`src/rtl/garage_door_pkg.sv`:
```
// garage_door_pkg: shared state encoding and default geometry for the door plant model
package garage_door_pkg;
  typedef enum logic [1:0] {IDLE, RAISING, LOWERING, FAULT} door_state_t;
  localparam int TRAVEL_STEPS_DEF = 16;
  localparam int STEP_CYCLES_DEF = 4;
endpackage

```
`src/rtl/door_step_timer.sv`:
```
// door_step_timer: counts motor-drive cycles and pulses tc when a full position step completes
module door_step_timer #(
  parameter int STEP_CYCLES = 4
) (
  input  logic clk,
  input  logic rst,
  input  logic enable,
  input  logic clear,
  output logic tc
);
  localparam int CW = STEP_CYCLES > 1 ? $clog2(STEP_CYCLES) : 1;
  localparam logic [CW-1:0] LAST = CW'(STEP_CYCLES - 1);
  logic [CW-1:0] cnt, base;
  // clear discards the partial step but still lets this edge count as the first drive cycle
  assign base = clear ? '0 : cnt;
  assign tc = enable && base == LAST;
  // count while driven; idle, terminal count and reset all return to zero
  always_ff @(posedge clk)
    cnt <= (rst || !enable || tc) ? '0 : base + 1'b1;
endmodule

```
`src/rtl/garage_door_actuator.sv`:
```
// garage_door_actuator: door plant model turning motor commands into position and limit switches
module garage_door_actuator
  import garage_door_pkg::*;
#(
  parameter int TRAVEL_STEPS = TRAVEL_STEPS_DEF,
  parameter int STEP_CYCLES = STEP_CYCLES_DEF,
  localparam int POS_W = $clog2(TRAVEL_STEPS + 1)
) (
  input  logic             CLK,
  input  logic             RST,
  input  logic             UP_M,
  input  logic             DN_M,
  output logic             UP_Max,
  output logic             DN_Max,
  output logic [POS_W-1:0] Position,
  output logic             Moving,
  output logic             Fault
);
  localparam logic [POS_W-1:0] TOP = POS_W'(TRAVEL_STEPS);
  door_state_t state, ns, nxt;
  logic en, rev, step;
  logic [POS_W-1:0] pos_n;
  // next state from commands and current position; a step landing on a limit stops motion at once
  always_comb begin
    ns = (UP_M && DN_M) ? FAULT :
         (UP_M && Position != TOP) ? RAISING :
         (DN_M && Position != '0) ? LOWERING : IDLE;
    en = !RST && (ns == RAISING || ns == LOWERING);
    rev = (state == RAISING && ns == LOWERING) || (state == LOWERING && ns == RAISING);
    pos_n = !step ? Position : ns == RAISING ? Position + 1'b1 : Position - 1'b1;
    nxt = (step && (pos_n == TOP || pos_n == '0)) ? IDLE : ns;
  end
  door_step_timer #(.STEP_CYCLES(STEP_CYCLES)) u_timer (
    .clk(CLK),
    .rst(RST),
    .enable(en),
    .clear(rev),
    .tc(step)
  );
  // state, position and all outputs registered together so limits track the position edge
  always_ff @(posedge CLK) begin
    if (RST) begin
      state <= IDLE;
      Position <= '0;
      UP_Max <= 1'b0;
      DN_Max <= 1'b1;
      Moving <= 1'b0;
      Fault <= 1'b0;
    end else begin
      state <= nxt;
      Position <= pos_n;
      UP_Max <= pos_n == TOP;
      DN_Max <= pos_n == '0;
      Moving <= nxt == RAISING || nxt == LOWERING;
      Fault <= ns == FAULT;
    end
  end
endmodule

```
`config.mk`:
```
export PLATFORM = sky130hd
export DESIGN_NAME = garage_door_actuator
export DESIGN_NICKNAME = d
export VERILOG_FILES = /design/src/rtl/garage_door_pkg.sv /design/src/rtl/door_step_timer.sv /design/src/rtl/garage_door_actuator.sv
export SDC_FILE = /design/constraint.sdc
export NUM_CORES = 1
export LEC_CHECK = 0
export ABC_AREA = 1
export BUFFER_PORTS_ARGS = -buffer_cell sky130_fd_sc_hd__buf_2
export CAP_MARGIN = 25
export CORE_MARGIN = 2
export CORE_UTILIZATION = 40
export DETAILED_ROUTE_END_ITERATION = 16
export HOLD_SLACK_MARGIN = 0.1
export PLACE_DENSITY = 0.71
export SYNTH_ARGS = -nofsm -noshare
export SYNTH_HDL_FRONTEND = slang
export SYNTH_SLANG_ARGS = --single-unit
```
`constraint.sdc`:
```
create_clock -name CLK -period 2.6 [get_ports CLK]
set_input_delay 0.26 -clock CLK [delete_from_list [all_inputs] [get_ports CLK]]
set_output_delay 0.26 -clock CLK [all_outputs]
set_load 0.02 [all_outputs]
```
# Word level (Yosys, flattened, before mapping)
# Cells that the tools add are included.
dict set report word_totals {
  regBits 13
  latchBits 0
  mem_bits_rw 0
  romBits 0
  inputBits 4
  output_inout_bits 9
  word_cells 45
  n_memories 0
}
dict set report classes {
  add_sub_neg 3
  n_mul 0
  div 0
  n_lt_le_gt_ge 0
  n_eq_ne 10
  shift 0
  n_mux 7
  bitwise 0
  n_reduce_logical 18
}
# operator n
set op_table {}
lappend op_table {{2-bit equality test (second input constant)} 5}
lappend op_table {{2-bit two-way mux} 5}
lappend op_table {{5-bit two-way mux} 2}
lappend op_table {{1-bit logical AND} 8}
lappend op_table {{2-bit by 1-bit equality test with 1-bit output (second input constant)} 3}
lappend op_table {{1-bit logical OR} 6}
lappend op_table {{5-bit by 1-bit adder with 5-bit output (second input constant)} 1}
lappend op_table {{5-bit equality test (second input constant)} 1}
lappend op_table {{5-bit zero test} 1}
lappend op_table {{5-bit != test (second input constant)} 1}
lappend op_table {{5-bit nonzero test} 1}
lappend op_table {{5-bit by 1-bit subtractor with 5-bit output (second input constant)} 1}
lappend op_table {{2-bit by 1-bit adder with 2-bit output (second input constant)} 1}
lappend op_table {{1-bit zero test} 2}

# Depth between registers and ports, before layout
dict set report logic_depth {
  word_depth 18
  ltp_mapped 15
  ltp_nobuf 15
}

# Cells and area by module
# From an unflattened synthesis, not the netlist that was laid out.
dict set report hier_totals {
  cells_unflattened 105
  area_unflattened_um2 770.7
}
# module instances cells_each area_per_inst_um2 seq_area_each_um2
set modules_own_cells {}
lappend modules_own_cells {garage_door_actuator 1 90 664.4 220.2}
lappend modules_own_cells {door_step_timer 1 15 106.4 40.0}

# Worst setup path before layout
# OpenSTA, ideal clock, no wires.
dict set report synth_timing {
  path_kind {reg2reg}
  startpoint {reg Position[0]}
  endpoint {reg DN_Max}
  setup_time_ps 70
  arrival_time_ps 2107
  t_required_ps 2530
  slack_ps 423
  stages_incl_launch_ff 13
  n_path_buf 0
  synth_period_minus_slack_ps 2177
  cell_sequence {dfxtp_1 nor2_1 nand3_2 nand3_2 fa_1 a21oi_1 nor2_1 nor2_1 xor2_1 nor3_1 nor2_2 nor2_2 a21oi_1}
}
dict set report synth_between {
  elab_chain_len 13
  elab_cells_between_ends 22
  classes_between {add/sub (2); eq/ne (4); mux (6); reduce/logical (10)}
}
# item line_no
set synth_lines {}
lappend synth_lines {{from (decl)} garage_door_actuator.sv:15} ;# output logic [POS_W-1:0] Position,
lappend synth_lines {{from (signal assigned)} garage_door_actuator.sv:51} ;# Position <= pos_n;
lappend synth_lines {{5-bit nonzero test} garage_door_actuator.sv:27} ;# (DN_M && Position != '0) ? LOWERING : IDLE;
lappend synth_lines {{1-bit logical AND} garage_door_actuator.sv:27}
lappend synth_lines {{2-bit two-way mux} garage_door_actuator.sv:27}
lappend synth_lines {{2-bit two-way mux} garage_door_actuator.sv:26} ;# (UP_M && Position != TOP) ? RAISING :
lappend synth_lines {{2-bit two-way mux} garage_door_actuator.sv:25} ;# ns = (UP_M && DN_M) ? FAULT :
lappend synth_lines {{2-bit equality test or 2-bit by 1-bit equality test with 1-bit output (tied branches)} {garage_door_actuator.sv:28, garage_door_actuator.sv:29, garage_door_actuator.sv:30}}
lappend synth_lines {{1-bit logical AND} garage_door_actuator.sv:29} ;# rev = (state == RAISING && ns == LOWERING) || (state == LOWERING && ns == RAISING);
lappend synth_lines {{1-bit logical OR} garage_door_actuator.sv:29}
lappend synth_lines {{2-bit two-way mux} door_step_timer.sv:15} ;# assign base = clear ? '0 : cnt;
lappend synth_lines {{2-bit equality test} door_step_timer.sv:16} ;# assign tc = enable && base == LAST;
lappend synth_lines {{1-bit logical AND} door_step_timer.sv:16}
lappend synth_lines {{5-bit two-way mux (*)} garage_door_actuator.sv:30} ;# pos_n = !step ? Position : ns == RAISING ? Position + 1'b1 : Position - 1'b1;
lappend synth_lines {{5-bit zero test (*)} garage_door_actuator.sv:53} ;# DN_Max <= pos_n == '0;
lappend synth_lines {{to (signal assigned)} garage_door_actuator.sv:46} ;# DN_Max <= 1'b1;
lappend synth_lines {{to (signal assigned)} garage_door_actuator.sv:53}
lappend synth_lines {{to (decl)} garage_door_actuator.sv:14} ;# output logic DN_Max,
# Mark *: on every way between the ends. The rest lies on a longest branch, timed or not.
# A chain may end at the register's enable or synchronous reset.

# Final worst setup path
dict set report layout_timing {
  startpoint {reg Position[0]}
  endpoint {reg Moving}
}
dict set report layout_between {
  elab_chain_len 18
  elab_cells_between_ends 29
  classes_between {add/sub (2); eq/ne (7); mux (7); reduce/logical (13)}
}
# item line_no
set layout_lines {}
lappend layout_lines {{5-bit nonzero test} garage_door_actuator.sv:27}
lappend layout_lines {{1-bit logical AND} garage_door_actuator.sv:27}
lappend layout_lines {{2-bit two-way mux} garage_door_actuator.sv:27}
lappend layout_lines {{2-bit two-way mux} garage_door_actuator.sv:26}
lappend layout_lines {{2-bit two-way mux} garage_door_actuator.sv:25}
lappend layout_lines {{2-bit equality test or 2-bit by 1-bit equality test with 1-bit output (tied branches)} {garage_door_actuator.sv:28, garage_door_actuator.sv:29, garage_door_actuator.sv:30}}
lappend layout_lines {{1-bit logical AND} garage_door_actuator.sv:29}
lappend layout_lines {{1-bit logical OR} garage_door_actuator.sv:29}
lappend layout_lines {{[2 not listed]} -}
lappend layout_lines {{1-bit logical AND} door_step_timer.sv:16}
lappend layout_lines {{5-bit two-way mux} garage_door_actuator.sv:30}
lappend layout_lines {{5-bit equality test or 5-bit zero test (tied branches)} garage_door_actuator.sv:31} ;# nxt = (step && (pos_n == TOP || pos_n == '0)) ? IDLE : ns;
lappend layout_lines {{1-bit logical OR} garage_door_actuator.sv:31}
lappend layout_lines {{1-bit logical AND} garage_door_actuator.sv:31}
lappend layout_lines {{2-bit two-way mux (*)} garage_door_actuator.sv:31}
lappend layout_lines {{2-bit by 1-bit equality test with 1-bit output or 2-bit equality test (tied branches)} garage_door_actuator.sv:54} ;# Moving <= nxt == RAISING || nxt == LOWERING;
lappend layout_lines {{1-bit logical OR (*)} garage_door_actuator.sv:54}
lappend layout_lines {{to (signal assigned)} garage_door_actuator.sv:47} ;# Moving <= 1'b0;
lappend layout_lines {{to (signal assigned)} garage_door_actuator.sv:54}
lappend layout_lines {{to (decl)} garage_door_actuator.sv:16} ;# output logic Moving,
# Marked as above.

==> key figures <==
Setup path
  • Crit-path max cell delay: approximately 0.45 ns
  • CP Class: flip-flop to flip-flop
  • Worst reg2reg path startpoint: Position[0]$_SDFF_PP0_
  • Crit-path max FO: 7
  • FF-to-FF path depth: 12
  • Critical Path Sink Type: flip-flop
  • Reg2reg end: Moving$_SDFF_PP0_
  • Cell Chain, Critical Path: nor2_1 > nand3_2 > nand3_2 > o31ai_1 > nor2_1 > ha_1 > nand4_1 > nand2_1 > nor2_4 > nand3_2 > o21ai_1 > nor2_1
  • CP startpoint kind: flip-flop
  • CP required: between 2 and 3 ns
  • Critical path data arrival time: 2.47 ns
  • CP max-delay cell: dfxtp_1
  • Worst R2R Setup Slack: between 0.3 and 0.4 ns

Synth
  • Cells after synthesis: 94
  • Unique cell type count in the Yosys netlist: 23
  • Yosys warns: 0
  • Syn_nets: 103
  • Cell area after synthesis: 740.7 sq um
  • Sequential share of the synthesized area: 0.3514
  • Register bit count reported by yosys: 13
  • Mapped Avg Cell Area: 7.880 sq um

Detailed routing
  • Total iterations of the first detailed-routing run: 4
  • Via/cell ratio: 4.955
  • Post-route ant nets: 0
  • WL/cell: 11.09 um
  • Drt first-iter violations: 12
  • DRC: 0
  • Final WL: about 1500 um
  • Vias: 664

Timing
  • Final period utilization: 0.8828
  • Clock Skew: 0.0004892 ns
  • Final hold vios: 0
  • Crit path time final: roughly 2.3 ns
  • Final setup TNS: 0 ns
  • Relative slew slack: 0.7951
  • Fmax: 435.7 MHz
  • RSZ-0062 raised after global routing: no
  • Worst slew pin tran: 0.3048 ns
  • Final setup violation count: 0
  • Pins over their slew limit: 0

Global route
  • Vias in the first global route: 559
  • Total grt overflow: 0
  • Total global-route track usage: 0.1609
  • Global-route wire length before repair: 2428 um
  • Largest net degree at the start of global routing: 11
  • Initial antenna violation count: 0

Placement
  • GP Congestion: approximately 0.91
  • HPWL Detailed: around 1200 um
  • IO Port Bufs: 12

Cells and area
  • Area growth syn-to-layout: 14.86%
  • Nets: 119
  • Area occupied by multi-input gates: ~440 sq um
  • Ant. Diodes: 0
  • Fill count: 182
  • Layout cells sized above 1: 0.2661
  • Register area: about 260 sq um

Floorplan
  • Die ar.: 0.002212 sq mm
  • Die Span X: 47.03 um
  • # rows: 15
  • Die Y: 47.03 um
  • Ports: 13
  • Core region area: 0.001727 sq mm
  • Initial Util: 0.4290

Flow run
  • Max Cap Viol: 0

Clocking
  • H-tree levels: 1
  • Worst-Skew Late Latency: 0.27 ns
  • Post-CTS Resized: 0
  • Bufs on Longest Clock Path: 2
  • Root buffer cell: clkbuf_4
  • Register clock-pin slew on the reported worst setup and hold paths: around 0.07 ns
  • Cts hold-fix bufs: 0
  • CTS tree: done
  • Postcts setup bufs: 0
  • Total CTS buffers: 3
  • Clock sink count: 13

Min path
  • HP Start: RST
  • Worst hold endpoint: state[1]$_SDFF_PP0_
  • Hold WC Path Type: input port to flip-flop
  • WHS Path Cells: 2

Power and ir drop
  • Pleak: 0.4233 nW
  • Max IR drop VDD: 0.2985 mV
  • Final Power: 0.3743 mW
  • PD cells: approximately 440 mW/mm^2

Status
  • Status: finished, final reports clean
-- worst max-delay path by stage --
stage,from,to,slack (ns)
after floorplan,Position[0]$_SDFF_PP0_,DN_Max$_SDFF_PP1_,0.42
after global placement,Position[0]$_SDFF_PP0_,DN_Max$_SDFF_PP1_,0.38
after detailed placement,Position[0]$_SDFF_PP0_,Moving$_SDFF_PP0_,0.33
after CTS,Position[0]$_SDFF_PP0_,Moving$_SDFF_PP0_,0.30
after global routing,Position[1]$_SDFF_PP0_,DN_Max$_SDFF_PP1_,0.09
final,Position[0]$_SDFF_PP0_,Moving$_SDFF_PP0_,0.30
-- through the flow --
step	cells	hold slack [ns]	utilization	instance area [sq um]	setup WS, ns
floorplan	94	0.4538	-	740.7	0.4229
global placement	130	0.4845	0.4775	824.5	0.3843
detailed placement	130	0.4896	0.4775	824.5	0.3329
CTS	134	0.3020	0.4928	850.8	0.3022
global route	134	0.2995	0.4928	850.8	0.08514
finish	134	0.3139	0.4928	850.8	0.3047
-- cells in the mapped netlist --
master,count,area [sq um]
nand2_4,1,11.26
o31ai_1,1,7.510
nor2_1,13,48.80
nand3_1,5,25.02
buf_4,1,7.510
nor3_1,1,5.000
nand3_4,1,17.52
fa_1,1,20.02
inv_1,9,33.78
nand3_2,3,30.03
o21a_1,1,7.510
xor2_1,2,17.52
inv_2,1,3.750
o21ai_1,1,5.000
ha_1,4,50.05
nand2_2,3,18.77
nand4_1,5,31.28
a21oi_1,7,35.03
nor2_4,2,22.52
dfxtp_1,13,260.3
nand2_1,16,60.06
nor2_2,2,12.51
nor3_2,1,10.01
-- per-layer routing --
metal	wire length, um	up-vias	part of all wire	track usage
li1	-	342	-	-
met1	671	296	0.45	0.1935
met2	689	22	0.46	0.2767
met3	105	4	0.071	0.05769
met4	19	0	0.013	0.03333
met5	0	-	0	0
-- power by group --
part / internal [mW] / switching, mW
Sequential: 0.205 / 0.00162
Combinational: 0.0154 / 0.0318
Clock: 0.0595 / 0.0616
-- cells by family after synthesis --
logic type	Yosys count	share of synthesized area
xor gates and xnor gates	2	0.02365
and+or+nand+nor	53	0.3953
AOI/OAI and AO/OA	10	0.07432
adders and majority gates	5	0.09460
DFF	13	0.3514
buffers and inverters	11	0.06081
-- sequential cells by signal, indices dropped and copies added (netlist names) --
signal and count:
Fault 1, u_timer.cnt 2, state 2, Position 5
Moving 1, UP_Max 1, DN_Max 1
-- cells in the final DEF, fill, tap and decap left out --
cell      instances
nand3_2           3
inv_2             1
xor2_1            2
nand2_2           3
inv_1             9
nand2_4           1
nor2_2            2
clkbuf_1          1
clkbuf_4          3
fa_1              1
buf_2            12
nand2_1          16
nand3_1           5
o21a_1            1
nand4_1           5
nor3_2            1
o21ai_1           1
nor3_1            1
dfxtp_1          13
nand3_4           1
o31ai_1           1
ha_1              4
nor2_4            2
a21oi_1           7
nor2_1           13
-- worst max-delay path, delay by kind of cell, from the launching register on --
family | cells | cell delay, ns
AND/OR/NAND/NOR | 9 | 1.02
AO/OA/AOI/OAI | 2 | 0.43
flip-flops | 1 | 0.45
adder cells (fa/ha/maj) | 1 | 0.30
-- area by class of cell --
cell class | instances | area share
multi-input cells | 70 | 0.5118
clock buffers | 4 | 0.03088
flip-flops and latches | 13 | 0.3059
well taps | 25 | 0.03676
repair buffers | 12 | 0.07059
inverters | 10 | 0.04412
Power figures use the tool's default switching activity.
